$ cat config.mk
export PLATFORM = sky130hd
export DESIGN_NAME = uart_tx_ctrl
export DESIGN_NICKNAME = d
export VERILOG_FILES = /design/src/rtl/uart_pkg.sv /design/src/rtl/uart_tx_ctrl.sv
export SDC_FILE = /design/constraint.sdc
export NUM_CORES = 1
export LEC_CHECK = 0
export ABC_AREA = 1
export BUFFER_PORTS_ARGS = -buffer_cell sky130_fd_sc_hd__clkbuf_2
export CORE_MARGIN = 1.5
export CORE_UTILIZATION = 57
export DETAILED_ROUTE_END_ITERATION = 10
export HOLD_SLACK_MARGIN = 0.05
export PLACE_DENSITY = 0.78
export RECOVER_POWER = 100
export SYNTH_ARGS = -nofsm -noshare
export SYNTH_HDL_FRONTEND = slang
export SYNTH_SLANG_ARGS = --single-unit
$ cat constraint.sdc
create_clock -name clk -period 1.8 [get_ports clk]
set_clock_uncertainty 0.05 [all_clocks]
set_input_delay 0.36 -clock clk [delete_from_list [all_inputs] [get_ports clk]]
set_output_delay 0.36 -clock clk [all_outputs]
set_load 0.02 [all_outputs]
$ cat src/rtl/uart_pkg.sv
// Shared types and constants for the USART transmit path.
package uart_pkg;

    typedef enum logic [2:0] {
        IDLE,
        WAIT,
        START,
        DATA,
        NINTH,
        STOP,
        BRK
    } uart_tx_state_t;

    localparam int UART_DATA_BITS          = 8;
    localparam int UART_BREAK_BITS_DEFAULT = 12;

endpackage

$ cat src/rtl/uart_tx_ctrl.sv
// USART async transmitter: TXREG buffer, TSR shifter and frame sequencer.
// Optional break-frame support is enabled with the UART_TX_SENDB_EN macro.
module uart_tx_ctrl
    import uart_pkg::*;
#(
    parameter int BREAK_BITS = UART_BREAK_BITS_DEFAULT
) (
    input  logic       clk,
    input  logic       rst,
    input  logic       txen,
    input  logic       tx9,
    input  logic       tx9d,
    input  logic       txreg_wr_en,
    input  logic [7:0] txreg_in,
    input  logic       uart_tx_shift_en,
`ifdef UART_TX_SENDB_EN
    input  logic       sendb,
    output logic       sendb_done,
`endif
    output logic       tx_pin,
    output logic       txif,
    output logic       trmt
);

    localparam int CNT_W = $clog2(BREAK_BITS > UART_DATA_BITS ? BREAK_BITS : UART_DATA_BITS);
    localparam logic [CNT_W-1:0] LAST_DATA = CNT_W'(UART_DATA_BITS - 1);
    localparam logic [CNT_W-1:0] LAST_BRK  = CNT_W'(BREAK_BITS - 1);

    uart_tx_state_t            state_q, state_d;
    logic [UART_DATA_BITS-1:0] txreg_q, txreg_d;
    logic                      txreg_full_q, txreg_full_d;
    logic [UART_DATA_BITS-1:0] tsr_q, tsr_d;
    logic                      tsr9_q, tsr9_d;
    logic                      frame9_q, frame9_d;
    logic                      brk_q, brk_d;
    logic [CNT_W-1:0]          bit_cnt_q, bit_cnt_d;
    logic                      tx_pin_q, tx_pin_d;
    logic                      txen_prev_q, txen_prev_d;
    logic                      do_load;
    logic                      sendb_w;
`ifdef UART_TX_SENDB_EN
    logic                      sendb_done_q, sendb_done_d;

    assign sendb_w    = sendb;
    assign sendb_done = sendb_done_q;
`else
    assign sendb_w    = 1'b0;
`endif

    always_comb begin
        state_d     = state_q;
        txreg_d     = txreg_in;
        txreg_full_d = txreg_full_q;
        tsr_d       = tsr_q;
        tsr9_d      = tsr9_q;
        frame9_d    = frame9_q;
        brk_d       = brk_q;
        bit_cnt_d   = bit_cnt_q;
        tx_pin_d    = tx_pin_q;
        txen_prev_d = txen;
        do_load     = 1'b0;
`ifdef UART_TX_SENDB_EN
        sendb_done_d = 1'b0;
`endif
        if (!txreg_wr_en) begin
            txreg_d = txreg_q;
        end

        // Dropping txen aborts the frame at once; a coincident shift pulse is ignored.
        if (!txen) begin
            state_d  = IDLE;
            tx_pin_d = 1'b1;
            tsr_d    = '0;
        end else begin
            case (state_q)
                IDLE: begin
                    if (txreg_full_q) begin
                        do_load = 1'b1;
                        state_d = WAIT;
                    end
                end
                WAIT: begin
                    if (uart_tx_shift_en) begin
                        tx_pin_d  = 1'b0;
                        bit_cnt_d = '0;
                        state_d   = brk_q ? BRK : START;
                    end
                end
                START: begin
                    if (uart_tx_shift_en) begin
                        tx_pin_d  = tsr_q[0];
                        tsr_d     = tsr_q >> 1;
                        bit_cnt_d = '0;
                        state_d   = DATA;
                    end
                end
                DATA: begin
                    if (uart_tx_shift_en) begin
                        if (bit_cnt_q == LAST_DATA) begin
                            tx_pin_d = frame9_q ? tsr9_q : 1'b1;
                            state_d  = frame9_q ? NINTH : STOP;
                        end else begin
                            tx_pin_d  = tsr_q[0];
                            tsr_d     = tsr_q >> 1;
                            bit_cnt_d = bit_cnt_q + CNT_W'(1);
                        end
                    end
                end
                NINTH: begin
                    if (uart_tx_shift_en) begin
                        tx_pin_d = 1'b1;
                        state_d  = STOP;
                    end
                end
                STOP: begin
                    // A waiting byte starts on the stop-bit boundary with no idle bit.
                    if (uart_tx_shift_en) begin
                        if (txreg_full_q) begin
                            do_load   = 1'b1;
                            tx_pin_d  = 1'b0;
                            bit_cnt_d = '0;
                            state_d   = sendb_w ? BRK : START;
                        end else begin
                            tx_pin_d = 1'b1;
                            state_d  = IDLE;
                        end
                    end
                end
                BRK: begin
                    if (uart_tx_shift_en) begin
                        if (bit_cnt_q == LAST_BRK) begin
                            tx_pin_d = 1'b1;
                            state_d  = STOP;
`ifdef UART_TX_SENDB_EN
                            sendb_done_d = 1'b1;
`endif
                        end else begin
                            tx_pin_d  = 1'b0;
                            bit_cnt_d = bit_cnt_q + CNT_W'(1);
                        end
                    end
                end
                default: state_d = IDLE;
            endcase
        end

        if (do_load) begin
            tsr_d    = txreg_q;
            tsr9_d   = tx9d;
            frame9_d = tx9;
            brk_d    = sendb_w;
        end

        // A write wins over both the transfer clear and the txen-drop clear.
        if (txen_prev_q && !txen) begin
            txreg_full_d = 1'b0;
        end
        if (do_load) begin
            txreg_full_d = 1'b0;
        end
        if (txreg_wr_en) begin
            txreg_full_d = 1'b1;
        end
    end

    always_ff @(posedge clk) begin
        if (rst) begin
            state_q      <= IDLE;
            txreg_q      <= '0;
            txreg_full_q <= 1'b0;
            tsr_q        <= '0;
            tsr9_q       <= 1'b0;
            frame9_q     <= 1'b0;
            brk_q        <= 1'b0;
            bit_cnt_q    <= '0;
            tx_pin_q     <= 1'b1;
            txen_prev_q  <= 1'b0;
`ifdef UART_TX_SENDB_EN
            sendb_done_q <= 1'b0;
`endif
        end else begin
            state_q      <= state_d;
            txreg_q      <= txreg_d;
            txreg_full_q <= txreg_full_d;
            tsr_q        <= tsr_d;
            tsr9_q       <= tsr9_d;
            frame9_q     <= frame9_d;
            brk_q        <= brk_d;
            bit_cnt_q    <= bit_cnt_d;
            tx_pin_q     <= tx_pin_d;
            txen_prev_q  <= txen_prev_d;
`ifdef UART_TX_SENDB_EN
            sendb_done_q <= sendb_done_d;
`endif
        end
    end

    assign tx_pin = tx_pin_q;
    assign txif   = ~txreg_full_q;
    assign trmt   = (state_q == IDLE);

endmodule

======== After elaboration in Yosys (flattened, before gate mapping) ========
Index checks and enable logic that the tools add are counted.
cells by class
  magnitude comparators ................... 0
  equality and inequality tests ........... 25
  divide/modulo/power cells ............... 0
  mux-type cells .......................... 44
  add/sub/neg operators ................... 1
  $mul .................................... 0
  bitwise logic cells ..................... 2
  shift-type cells ........................ 0
  reductions and logical operators ........ 12
operators with widths
  cell                                                    count
  2-to-1 mux 8 bit                                        5
  2-to-1 mux 4 bit                                        7
  2-to-1 mux 3 bit                                        9
  inequality test 2 bit (second input constant)           11
  one-hot mux 3 bit (7 select lines)                      1
  AND reduction 9 bit                                     2
  2-to-1 mux 1 bit                                        17
  one-hot mux 4 bit (4 select lines)                      1
  one-hot mux 8 bit (2 select lines)                      1
  inequality test 4 bit (second input constant)           3
  equality test 3 bit (second input constant)             3
  AND reduction 7 bit                                     1
  equality test 3 x 2 -> 1 bit (second input constant)    2
  one-hot mux 1 bit (6 select lines)                      1
  nonzero test 6 bit                                      1
  adder 4 x 1 -> 4 bit (second input constant)            1
  equality test 4 x 3 -> 1 bit (second input constant)    1
  equality test 4 bit (second input constant)             1
  inequality test 2 x 1 -> 1 bit (second input constant)  2
  inequality test 4 x 1 -> 1 bit (second input constant)  1
  AND reduction 4 bit                                     1
  nonzero test 4 bit                                      1
  OR reduction 2 bit                                      2
  equality test 3 x 1 -> 1 bit (second input constant)    1
  other kinds (7)                                         8
word-level totals
  RAM bits ................................ 0
  bits in latches ......................... 0
  bits in read-only memories .............. 0
  logic and storage cells ................. 93
  memories kept ........................... 0
  flip-flop bits (word level) ............. 28

======== Logic depth before layout (Yosys ltp) ========
Gate-level depths: netlist of run 1.
  word-level depth ........................ 6
  depth in mapped cells ................... 10

======== Least setup slack after synthesis of run 1 ========
Ideal clock, no wire load.
  path kind ............................... register to register
  start ................................... reg state_q[1]
  end ..................................... reg state_q[1]
  arrival time ............................ 1.192 ns
  clock period less this slack ............ 1.355 ns
  setup slack ............................. 0.445 ns
  required time ........................... 1.637 ns
  library setup time ...................... 0.113 ns
  buffers on the path ..................... 1
  stages on the path, launching flop included .. 10
  path through ............................ dfxtp_1 -> buf_6 -> nor2_2 -> nand2_1 -> inv_1 -> nor2_1 -> nand2_1 -> nand2_1 -> nor2_1 -> nor2_1
on the way
  cells in the longest elaborated chain, start to end .. 3
  elaborated cells between the ends (all ways) .. 18
ends and longest elaborated chain
  element                                          line                 source
  start: declaration                               uart_tx_ctrl.sv:29   uart_tx_state_t state_q, state_d;
  start signal: assignment                         uart_tx_ctrl.sv:182  state_q <= state_d;
  logical NOT 3 bit (*)                            --
  via trmt                                         uart_tx_ctrl.sv:22   output logic trmt
  inequality test 2 x 1 -> 1 bit (no source line)  --
  AND reduction 9 bit (no source line)             --
Mark *: on every way through the listed nets, which the timed path passes. The rest lies on a longest branch.
A chain may end at the register's enable or synchronous reset.

======== Worst setup path in the final report of run 1 ========
  start ................................... reg state_q[0]
  end ..................................... out trmt
on the way
  cells in the longest elaborated chain, start to end .. 1
ends and longest elaborated chain
  element            line                 source
  logical NOT 3 bit  uart_tx_ctrl.sv:200  assign trmt = (state_q == IDLE);
  end: declaration   uart_tx_ctrl.sv:22
No other way between the ends.

==> impl_metrics.toml, run 1 <==
[run_status]
run_status = "complete, no violations"

[cts]
hold_buffers = 0
cts.sinks = 28
h-tree-depth = 1
cts_buffer_depth = 2
clkTransAtPathRegs_ps = 150
insertion_delay_ps = 330
cts_root_buf = "clkbuf_4"
cts_tree = "yes"
numCtsBuffers = 3

[timing]
rsz0062_at_grt = "no"
final.setup.worst_slack_ps = 124
min_period_ps = 1680
fmax_mhz = 597
fin_crit_sh_pct = 93.1
slew_violations = 0
fin_setup_tns_ps = 0
relSlewSlack_pct = 63.0
tightest_slew_ps = 554
hold_violations = 0
setup_viol = 0

[logic_synthesis]
synth.largest_area_cell = "dfxtp_1"
synth_common_cells = "59 x nor2_1, 52 x nand2_1, 31 x nand3_1"
syn_area_um2 = 1600
netlist_top_cells_area = "dfxtp_1 35%, nor2_1 14%, nand2_1 12%"
synth_top_area_share_pct = 35.1
synth_cell_types = 27
ys.flop_type = "dfxtp_1"
yosys_warnings = 0
avgSynthCellArea_um2 = 6.49
synthCells = 246
synthArstFlopShare_pct = 0
yosysMostFrequentCell = "nor2_1"
ys_seq_elements = 28
syn-num-nets = 263
synth_edf_count = 0
synth-seq-area-share_pct = 35.1

[critical_path]
critPathMaxStageDelay_ps = 440
cp_max_fo = 7
worst-endpoint-arrival_ps = 1270
required_ps = 1390
worstSetupPathType = "flip-flop to output port"
path_cells = "nor2_4 -> nand2_1 -> inv_1 -> clkbuf_2"
cp-end-kind = "output port"
start_kind = "flip-flop"
cpMaxStageDelayCell = "dfxtp_1"

[floorplanning]
die_area_um2 = 3130
core_area_um2 = 2710
die_y_um = 55.9
start_util_pct = 58.9
die_x_um = 55.9
ios = 18
fp-row-count = 19

[drt]
vias = 1506
drt_iter0_drc = 72
ant_nets = 0
wl_um = 3230
route.detailed.drc = 0
drt-pass1-iter-count = 4
avgRoutedWirePerCell_um = 11.0
via_per_inst = 5.14

[placement]
dp.final_hpwl_um = 2390
gp_congestion = 0.853
port_buffers = 17
place_inst = 289
pre_cts_ws_ps = 168

[cells_and_area]
seqCellArea_um2 = 563
final_cells = 293
diodes = 0
multi_input_area_um2 = 901
fillCellCount = 285
final_net_count = 280
area_growth_pct = 8.31
drive_above_1_share_pct = 14.5

[global_routing]
grt_max_degree = 22
antenna_found_initial = 0
grt_usage_pct = 22.9
grt_pass1_vias = 1380
grt_first_pass_wirelength_um = 5800
grt_overflow = 0

[hold_path]
worstHoldPathType = "input pin to flip-flop"

[power]
p_per_area_nw_per_um2 = 812
power_leakage_nw = 0.832
ir_drop_v = 0.000569
total_power_mw = 1.40

[run]
maxCapViolations = 0
placed cells by master (no fill, tap or decap), drive strengths merged:
cell / netlist / routed
a21oi: 6 / 6
buf: 4 / 1
clkbuf: 2 / 21
clkinv: 2 / 2
dfxtp: 28 / 28
ha: 2 / 2
inv: 25 / 25
nand2: 56 / 56
nand3: 34 / 34
nand4: 9 / 9
nor2: 64 / 64
o211ai: 2 / 2
o21ai: 11 / 11
or2: 1 / 1
worst max-delay path, delay by kind of cell (launching register included):
kind | cells | cell delay [ps]
buf+inv | 2 | 230
flops | 1 | 440
simple gates | 2 | 270
path summary, 6_finish.rpt:
check	start	endpoint	slack (ps)	depth (start not counted)
hold / removal	txreg_in[1]	txreg_q[1]$_SDFFE_PP0P_	180	3
hold reg to reg	txreg_q[7]$_SDFFE_PP0P_	tsr_q[7]$_SDFFE_PP0P_	430	2
setup reg to reg	state_q[0]$_SDFFE_PP0P_	tsr9_q$_SDFFE_PP0P_	150	7
setup / recovery	state_q[0]$_SDFFE_PP0P_	trmt	120	4
state kept, by name, indices dropped and copies added, names as in the netlist:
register and count:
tsr9_q 1, bit_cnt_q 4, txen_prev_q 1, txreg_full_q 1, tx_pin 1, txreg_q 8, frame9_q 1, tsr_q 8
state_q 3
stage by stage:
step	hold WS, ps	cell area, µm²	util [%]
2_1_floorplan	372	1600	-
3_3_place_gp	402	1690	62.5
3_5_place_dp	404	1690	62.5
4_1_cts	154	1730	63.9
5_1_grt	169	1730	63.8
6_report	185	1730	63.8
layer usage:
metal	up-vias	global-route usage, %	routed length (µm)	part of all wire (%)
met3	4	3.02	93	2.9
met1	663	31.4	1600	50
li1	818	-	-	-
met4	0	8.84	43	1.3
met2	21	36.9	1490	46
met5	-	0	0	0
logic make-up (layout without fill, tap and decap cells):
group | count (synthesis) | count (layout) | share of synthesized area (%)
flip-flops | 28 | 28 | 35.1
adder cells (fa/ha/maj) | 2 | 2 | 1.57
AND/OR/NAND/NOR | 164 | 164 | 48.2
AO/OA/AOI/OAI | 19 | 19 | 6.50
buffers and inverters | 33 | 49 | 8.62
layout make-up:
cell class                 instances  share of cell area [%]
tap                               31                    2.24
sequential                        28                    32.6
timing repair buffer              18                    5.07
inverter                          27                    5.93
clock buffer                       4                    2.10
multi-input combinational        185                    52.1
timing repair:
item,CTS,global route
gates resized for setup,1,3
hold endpoints to repair,0,0
endpoints found under the setup margin,1,2
setup buffers,0,0
power by group:
part | internal [mW] | switching, mW
combinational | 0.131 | 0.237
sequential | 0.673 | 0.0486
clock | 0.124 | 0.190
total | 0.928 | 0.476
No activity file was read; power rests on OpenSTA's default activity.
==> inputs of run 2 (changes only) <==
--- a/config.mk
+++ b/config.mk
@@ -6,10 +6,10 @@
 export NUM_CORES = 1
 export LEC_CHECK = 0
 export ABC_AREA = 1
-export BUFFER_PORTS_ARGS = -buffer_cell sky130_fd_sc_hd__clkbuf_2
 export CORE_MARGIN = 1.5
-export CORE_UTILIZATION = 57
+export CORE_UTILIZATION = 62
 export DETAILED_ROUTE_END_ITERATION = 10
+export DONT_BUFFER_PORTS = 1
 export HOLD_SLACK_MARGIN = 0.05
 export PLACE_DENSITY = 0.78
 export RECOVER_POWER = 100
==> run 2 against run 1 <==
Compared with the run above:
- global-route usage rose by 1.9 points
- sequential power barely moved
- final cell count fell by 5.8%
- combinational power fell by 9.2%
- via count fell by 1.5%
- cell area fell by 3.5%
- routed wire length fell by 2.1%
- count of clock-buffer cells in the layout fell by 1
- critical path type unchanged
- highest routed layer unchanged
==> impl_metrics.toml, run 2 (synthesized netlist as in run 1, its figures left out) <==
[cells_and_area]
finalInstanceArea_um2 = 1670
fillCellCount = 230
final_util_pct = 68.0
final_cells = 276
final_net_count = 264
diodes = 0
largest_registers = "tsr_q x8, txreg_q x8, bit_cnt_q x4"
area_growth_pct = 4.55
layout_common_cells = "59 x nor2_1, 52 x nand2_1, 31 x nand3_1, 28 x dfxtp_1, 23 x inv_1"
drive_above_1_share_pct = 8.94
final_common_cell = "nor2_1"

[floorplanning]
fp-row-count = 18
die_y_um = 53.7
core_area_um2 = 2450
die_area_um2 = 2890
start_util_pct = 65.0
ios = 18
die_x_um = 53.7

[drt]
route.detailed.drc = 0
drt_iter0_drc = 42
met3_length_um = 149
drt-pass1-iter-count = 4
dr_wl_met2_um = 1570
avgRoutedWirePerCell_um = 11.5
via_per_inst = 5.37
ant_nets = 0
wl_um = 3160
top_layer = "met4"
met1_length_um = 1410
vias = 1483

[power]
total_power_mw = 1.46
ir_drop_v = 0.000631
p_per_area_nw_per_um2 = 874
power_leakage_nw = 0.781

[cts]
cts_resized = 0
cts_tree = "yes"
numCtsBuffers = 3
cts.sinks = 28
cts_root_buf = "clkbuf_4"
hold_buffers = 1
insertion_delay_ps = 320
h-tree-depth = 1
cts_setup_buffers = 0
cts_buffer_depth = 2
clkTransAtPathRegs_ps = 160

[global_routing]
grt_usage_pct = 24.8
antenna_found_initial = 0
grt_pass1_vias = 1338
grt_max_degree = 22
grt_overflow = 0
grt_first_pass_wirelength_um = 5350

[timing]
fin_setup_tns_ps = 0
min_period_ps = 1710
rsz0062_at_grt = "no"
relSlewSlack_pct = 64.5
fin_crit_sh_pct = 95.3
slew_violations = 0
setup_viol = 0
tightest_slew_ps = 531
holdWs_ps = 78.1
final.setup.worst_slack_ps = 85.0
fmax_mhz = 583
hold_violations = 0

[critical_path]
worst-endpoint-arrival_ps = 1300
r2r-end = "tsr_q[1]$_SDFFE_PP0P_"
start_kind = "flip-flop"
worstSetupPathType = "flip-flop to output port"
reg2reg_from = "state_q[1]$_SDFFE_PP0P_"
r2r_slack_ps = 160
cp_max_fo = 8
required_ps = 1390
cp-end-kind = "output port"
r2r_cells = 9

[hold_path]
holdPathStages = 1
worstHoldPathType = "input pin to flip-flop"
min_from = "rst"
min_to = "txen_prev_q$_SDFF_PP0_"

[run]
maxCapViolations = 0

[placement]
place_inst = 271
dpl-instance-area_um2 = 1610
gp_congestion = 0.826
pre_cts_ws_ps = 232
dp.final_hpwl_um = 2440
port_buffers = 0

[run_status]
run_status = "complete, no violations"
run 2: worst max path at each step:
stage,from,cells after the start,to
6_report,state_q[1]$_SDFFE_PP0P_,3,trmt
5_1_grt,bit_cnt_q[0]$_SDFFE_PP0P_,9,tsr_q[4]$_SDFFE_PP0P_
4_1_cts,state_q[1]$_SDFFE_PP0P_,3,trmt
3_5_place_dp,state_q[1]$_SDFFE_PP0P_,9,tsr_q[1]$_SDFFE_PP0P_
3_3_place_gp,state_q[2]$_SDFFE_PP0P_,9,state_q[2]$_SDFFE_PP0P_
2_1_floorplan,state_q[1]$_SDFFE_PP0P_,9,state_q[1]$_SDFFE_PP0P_
run 2: final cells by class:
class	count	area [µm²]	share of cell area, %
multi-input combinational	185	898	53.8
sequential	28	561	33.6
inverter	27	103	6.15
tap	30	37.5	2.25
clock inverter	1	30.0	1.80
clock buffer	3	22.5	1.35
timing repair buffer	2	17.5	1.05
run 2: critical path, stage by stage (launching register included):
cell and delay [ps]:
dfxtp_1 450, nor2_2 260, nand2_1 90, inv_1 180
run 2: power breakdown:
group | switching [mW] | total (mW) | internal (mW)
registers | 0.0494 | 0.721 | 0.672
logic | 0.218 | 0.334 | 0.116
clock network | 0.179 | 0.404 | 0.225
total | 0.447 | 1.46 | 1.01
run 2: metal layers:
| metal | up-vias | track usage [%] |
|---|---|---|
| met5 | - | 0 |
| met4 | 0 | 6.41 |
| met3 | 4 | 3.61 |
| met2 | 36 | 45.7 |
| met1 | 657 | 29.7 |
| li1 | 786 | - |
